$ cat config.mk
export PLATFORM = sky130hd
export DESIGN_NAME = tank_move_check
export DESIGN_NICKNAME = d
export VERILOG_FILES = /design/src/rtl/tank_move_check.sv
export SDC_FILE = /design/constraint.sdc
export NUM_CORES = 1
export LEC_CHECK = 0
export BUFFER_PORTS_ARGS = -buffer_cell sky130_fd_sc_hd__buf_2
export CORE_UTILIZATION = 30
export DETAILED_ROUTE_END_ITERATION = 10
export SKIP_CTS_REPAIR_TIMING = 1
export SLEW_MARGIN = 30
export SYNTH_ARGS = -nofsm -noshare
export SYNTH_HDL_FRONTEND = slang
export SYNTH_SLANG_ARGS = --single-unit
export TNS_END_PERCENT = 20
$ cat constraint.sdc
create_clock -name Clk -period 8.25 [get_ports Clk]
set_input_delay 1.2375 -clock Clk [delete_from_list [all_inputs] [get_ports Clk]]
set_output_delay 1.2375 -clock Clk [all_outputs]
set_load 0.03 [all_outputs]
$ cat src/rtl/tank_move_check.sv
// Tank move legality check: proposes a new position, scans the 3x3 barrier tile
// window under it through the map read port, and resolves the move in fixed latency.
//
//  state   | meaning
//  --------+-----------------------------------------------------------
//  S_IDLE  | waiting for start; last result held on the outputs
//  S_FETCH | tiles 0..8 addressed one per cycle, previous tile evaluated
//  S_DRAIN | last tile's map data evaluated, no read issued
//  S_DONE  | done strobe high for one cycle, result registered
module tank_move_check #(
   parameter int TANK_SIZE = 16,
   parameter int TILE_SIZE = 8,
   parameter int MAP_W     = 26,
   parameter int MAP_H     = 26,
   parameter int FIELD_MAX = 192
) (
   input  logic       Clk,
   input  logic       Reset_n,
   input  logic       start,
   input  logic [8:0] Tank_X,
   input  logic [8:0] Tank_Y,
   input  logic [1:0] Dir,
   input  logic [1:0] Step,
   output logic [9:0] map_addr,
   output logic       map_rd_en,
   input  logic [2:0] map_data,
   output logic       busy,
   output logic       done,
   output logic       blocked,
   output logic [8:0] Tank_X_out,
   output logic [8:0] Tank_Y_out
);

   localparam int                SH     = $clog2(TILE_SIZE);
   localparam logic signed [15:0] TANK_S = 16'(TANK_SIZE);
   localparam logic signed [15:0] TILE_S = 16'(TILE_SIZE);
   localparam logic [9:0]        FMAX   = 10'(FIELD_MAX);

   typedef enum logic [1:0] {S_IDLE, S_FETCH, S_DRAIN, S_DONE} state_t;

   state_t            state_q, state_d;
   logic [3:0]        k_q, k_d;
   logic signed [9:0] nx_q, nx_d, ny_q, ny_d;
   logic [8:0]        cx_q, cx_d, cy_q, cy_d;
   logic              oob_q, oob_d, coll_q, coll_d;
   logic [9:0]        addr_q, addr_d;
   logic              rd_en_q, rd_en_d;
   logic [7:0]        col_q, col_d, row_q, row_d;
   logic [7:0]        ecol_q, ecol_d, erow_q, erow_d;
   logic              ev_q, ev_d;
   logic              busy_q, busy_d, done_q, done_d, blocked_q, blocked_d;
   logic [8:0]        xo_q, xo_d, yo_q, yo_d;

   logic signed [9:0]  px, py;
   logic [9:0]         step_w, base_x, base_y;
   logic [3:0]         nk;
   logic               gen, in_map, hit, blk;
   logic [7:0]         col_n, row_n;
   logic signed [15:0] tx_s, ty_s, nx_s, ny_s;

   always_comb begin
      step_w = {8'd0, Step};
      px = {1'b0, Tank_X};
      py = {1'b0, Tank_Y};
      case (Dir)
         2'd0:    py = {1'b0, Tank_Y} - step_w;
         2'd1:    px = {1'b0, Tank_X} + step_w;
         2'd2:    py = {1'b0, Tank_Y} + step_w;
         default: px = {1'b0, Tank_X} - step_w;
      endcase

      // tile under evaluation was addressed last cycle; its data is on map_data now
      tx_s = $signed(16'(ecol_q)) * TILE_S;
      ty_s = $signed(16'(erow_q)) * TILE_S;
      nx_s = 16'(nx_q);
      ny_s = 16'(ny_q);
      hit  = ev_q && (map_data < 3'd3) &&
             (tx_s < nx_s + TANK_S) && (tx_s + TILE_S > nx_s) &&
             (ty_s < ny_s + TANK_S) && (ty_s + TILE_S > ny_s);

      state_d   = state_q;
      k_d       = k_q;
      nx_d      = nx_q;
      ny_d      = ny_q;
      cx_d      = cx_q;
      cy_d      = cy_q;
      oob_d     = oob_q;
      coll_d    = coll_q | hit;
      ecol_d    = col_q;
      erow_d    = row_q;
      ev_d      = 1'b0;
      busy_d    = busy_q;
      done_d    = 1'b0;
      blocked_d = blocked_q;
      xo_d      = xo_q;
      yo_d      = yo_q;
      blk       = 1'b0;
      gen       = 1'b0;
      base_x    = nx_q;
      base_y    = ny_q;
      nk        = 4'd0;

      case (state_q)
         S_IDLE: begin
            if (start) begin
               state_d = S_FETCH;
               nx_d    = px;
               ny_d    = py;
               cx_d    = Tank_X;
               cy_d    = Tank_Y;
               oob_d   = px[9] | py[9] | (px > FMAX) | (py > FMAX);
               coll_d  = 1'b0;
               k_d     = 4'd0;
               busy_d  = 1'b1;
               gen     = 1'b1;
               base_x  = px;
               base_y  = py;
            end
         end
         S_FETCH: begin
            ev_d = rd_en_q;
            if (k_q == 4'd8) begin
               state_d = S_DRAIN;
            end else begin
               k_d = k_q + 4'd1;
               nk  = k_q + 4'd1;
               gen = 1'b1;
            end
         end
         S_DRAIN: begin
            state_d   = S_DONE;
            done_d    = 1'b1;
            blk       = oob_q | coll_q | hit;
            blocked_d = blk;
            xo_d      = blk ? cx_q : nx_q[8:0];
            yo_d      = blk ? cy_q : ny_q[8:0];
         end
         default: begin
            state_d = S_IDLE;
            busy_d  = 1'b0;
         end
      endcase

      col_n   = 8'(base_x >> SH) + 8'(nk % 4'd3);
      row_n   = 8'(base_y >> SH) + 8'(nk / 4'd3);
      in_map  = (col_n < 8'(MAP_W)) && (row_n < 8'(MAP_H));
      rd_en_d = gen && in_map;
      addr_d  = rd_en_d ? 10'(16'(row_n) * 16'(MAP_W) + 16'(col_n)) : 10'd0;
      col_d   = gen ? col_n : col_q;
      row_d   = gen ? row_n : row_q;
   end

   always_ff @(posedge Clk or negedge Reset_n) begin
      if (!Reset_n) begin
         state_q   <= S_IDLE;
         k_q       <= '0;
         nx_q      <= '0;
         ny_q      <= '0;
         cx_q      <= '0;
         cy_q      <= '0;
         oob_q     <= 1'b0;
         coll_q    <= 1'b0;
         addr_q    <= '0;
         rd_en_q   <= 1'b0;
         col_q     <= '0;
         row_q     <= '0;
         ecol_q    <= '0;
         erow_q    <= '0;
         ev_q      <= 1'b0;
         busy_q    <= 1'b0;
         done_q    <= 1'b0;
         blocked_q <= 1'b0;
         xo_q      <= '0;
         yo_q      <= '0;
      end else begin
         state_q   <= state_d;
         k_q       <= k_d;
         nx_q      <= nx_d;
         ny_q      <= ny_d;
         cx_q      <= cx_d;
         cy_q      <= cy_d;
         oob_q     <= oob_d;
         coll_q    <= coll_d;
         addr_q    <= addr_d;
         rd_en_q   <= rd_en_d;
         col_q     <= col_d;
         row_q     <= row_d;
         ecol_q    <= ecol_d;
         erow_q    <= erow_d;
         ev_q      <= ev_d;
         busy_q    <= busy_d;
         done_q    <= done_d;
         blocked_q <= blocked_d;
         xo_q      <= xo_d;
         yo_q      <= yo_d;
      end
   end

   assign map_addr   = addr_q;
   assign map_rd_en  = rd_en_q;
   assign busy       = busy_q;
   assign done       = done_q;
   assign blocked    = blocked_q;
   assign Tank_X_out = xo_q;
   assign Tank_Y_out = yo_q;

endmodule

==> flow_metrics.tcl <==
set metrics [dict create \
    vdd_drop_max_uv 284 \
    rsz0062_at_grt "no" \
    setup_tns_ns 0 \
    critPathCaptureType "flop" \
    clock-sinks 111 \
    r2r-start "k_q[0]$_DFFE_PN0P_" \
    synth-main-ff-cell "dfrtp_1" \
    via_per_inst 4.99 \
    die-area_sq_um 28900 \
    synth_fp_nets 1052 \
    synth_cells 917 \
    crit_slowest_cell "dfrtp_1" \
    crit_type "reg -> reg" \
    worstSetupStartpointType "flop" \
    crit_fanout 8 \
    path_clk_slew_ns 0.08 \
    routedWlPerCell_um 15.6 \
    ys_warn_count 0 \
    drive_gt1_share_pct 13.3 \
    worst_pin_slew_ns 0.819 \
    utilization_pct 34.1 \
    grt.overflow.total 0 \
    syn_avg_cell_area_sq_um 9.22 \
    finalClockSkew_ns 0.0205 \
    status "finished, final reports clean" \
    cpPeakStageDelay_ns 0.46 \
    pwr-share-clk_pct 11.0 \
    clock.fmax_mhz 132 \
    port_buffers 59 \
    hold_start "col_q[5]$_DFFE_PN0P_" \
    place_inst 1334 \
    clock_latency_ns 0.36 \
    num_vias 6730 \
    power.share.sequential_pct 23.7 \
    track_usage_pct 15.4 \
    grt_pass1_wl_um 35000 \
    drt-pass1-iter-count 4 \
    crit_arrival_ns 7.81 \
    most-common-layout-cells "nand2_1, dfrtp_1, ha_1" \
    rows 61 \
    nets 1102 \
    drv_cap 0 \
    ys_ff_latch 111 \
    synth-seq-area-share_pct 32.8 \
    crit_start "k_q[0]$_DFFE_PN0P_" \
    setup_viol_count_final 0 \
    p_comb_share_pct 65.3 \
    holdPathStages 0 \
    grt_pass1_vias 6721 \
    placedInstanceArea_sq_um 9170 \
    synthTopCellsByArea "dfrtp_1, ha_1, nand2_1" \
    chipHeight_um 170 \
    crit_path_frequent_cell "ha_1" \
    synth_edf_count 0 \
    hpwl_um 16700 \
    clockRootBuffer "clkbuf_16" \
    hp-class "reg -> reg" \
    stdcell_count 1350 \
    cellLeakagePower_uw 0.00460 \
    chipWidth_um 170 \
    relSlewSlack_pct 45.2 \
    netlist.area_leader.share_pct 32.8 \
    slew_violations 0 \
    cts_made_buffers 9 \
    cts.htree.levels 3 \
    synth_top_cell_by_area "dfrtp_1" \
    syn2layout_area_growth_pct 12.1 \
    period_share_pct 91.8 \
    final_area_sq_um 9480 \
    fin_crit_ns 7.57 \
    cellPowerDensity_nw_per_um2 429 \
    grt_start_max_net_pins 60 \
    route.detailed.drc 0 \
    yosysUniqueCellTypes 90 \
    async_flop_share_pct 100 \
    grt_antenna_before_repair 1 \
    drt_iter0_markers 339 \
    reg2reg_depth 30 \
    synth.cell_area_sq_um 8460 \
    switchingPower_uw 2020 \
    pin_count 60 \
    p_int_uw 2050 \
    cts.path.max_buffers 2 \
    core_sq_um 27800 \
    antenna_left 0 \
    final_common_cell "nand2_1" \
    antenna-diode-count 0 \
    swShare_pct 49.6 \
    finalHoldViolCount 0 \
    required_ns 8.49 \
    totalWireLength_um 21100 \
    cts_tree "built" \
    place.gp.congestion 0.869 \
    initial_utilization_pct 30.4 \
    hold-worst-slack_ns 0.374 \
]
## power by group through the flow
| stage | registers (uW) | clock network, uW | logic, uW |
|---|---|---|---|
| global placement | 970 | 0 | 2640 |
| CTS | 965 | 461 | 2680 |
| floorplan | 1040 | 0 | 1980 |
| finish | 963 | 446 | 2660 |
| global route | 997 | 486 | 3040 |
| detailed placement | 975 | 0 | 2670 |
## path summary, 6_finish.rpt
check | slack [ns] | to
setup / recovery | 0.68 | map_addr[9]$_DFF_PN0_
max in group asynchronous | 6.09 | blocked$_DFFE_PN0P_
setup reg to reg | 0.68 | map_addr[9]$_DFF_PN0_
hold / removal | 0.37 | ecol_q[5]$_DFF_PN0_
min in group asynchronous | 0.93 | map_addr[2]$_DFF_PN0_
hold reg to reg | 0.37 | ecol_q[5]$_DFF_PN0_
## cells by family after synthesis
kind of cell / Yosys count / share of synthesized area (%)
AND/OR/NAND/NOR: 287 / 17.0
adder cells (fa/ha/maj): 107 / 16.6
multiplexers: 39 / 4.69
flip-flops: 111 / 32.8
buffers and inverters: 100 / 4.91
XOR/XNOR: 52 / 5.61
AO/OA/AOI/OAI: 221 / 18.4
## layout make-up
class | instances | area (sq um)
well taps | 378 | 473
flip-flops and latches | 111 | 2780
clock inverters | 7 | 73.8
fillers | 2947 | 18300
inverters | 68 | 255
multi-input cells | 706 | 5280
repair buffers | 71 | 388
clock buffers | 9 | 225
## worst max-delay path: cells and delay by family, from the launching register on
kind | cells | cell delay [ns]
compound gates | 9 | 2.18
xor+xnor | 3 | 0.74
fa+ha+maj | 9 | 2.78
buf+inv | 5 | 0.46
flops | 1 | 0.46
mux | 1 | 0.15
simple gates | 3 | 0.67
## cells in the mapped netlist, types with 5 or more instances
master	count
a2111oi_0	5
a211oi_1	11
a21o_1	22
a21oi_1	59
and2_1	6
and3_1	9
buf_2	5
clkbuf_1	20
dfrtp_1	111
fa_1	9
ha_1	98
inv_1	67
mux2_2	5
mux2i_1	34
nand2_1	115
nand3_1	24
nand4_1	9
nor2_1	61
nor2b_1	7
nor3_1	16
nor4_2	8
o211ai_1	7
o21a_1	6
o21ai_0	44
o21bai_1	8
xnor2_1	37
xor2_1	14
## state kept, by name, indices dropped and copies added, names as in the netlist, 8 cells and up
register / flops
map_addr: 10
nx_q: 10
ny_q: 10
Tank_X_out: 9
Tank_Y_out: 9
cx_q: 9
cy_q: 9
col_q: 8
ecol_q: 8
erow_d: 8
erow_q: 8
## metal layers
| metal | GRT usage (%) | part of all wire (%) | wire length, um |
|---|---|---|---|
| met1 | 20.9 | 49 | 10400 |
| met2 | 25.6 | 47 | 9850 |
| met3 | 2.42 | 2.9 | 605 |
| met4 | 3.41 | 0.87 | 184 |
| met5 | 0 | 0.062 | 13 |
## per-stage QoR
step	power [uW]	setup slack, ns
finish	4060	0.678
global route	4520	0.0197
CTS	4110	0.481
detailed placement	3650	0.425
global placement	3610	0.507
floorplan	3020	0.950
No activity file was read; power rests on OpenSTA's default activity.
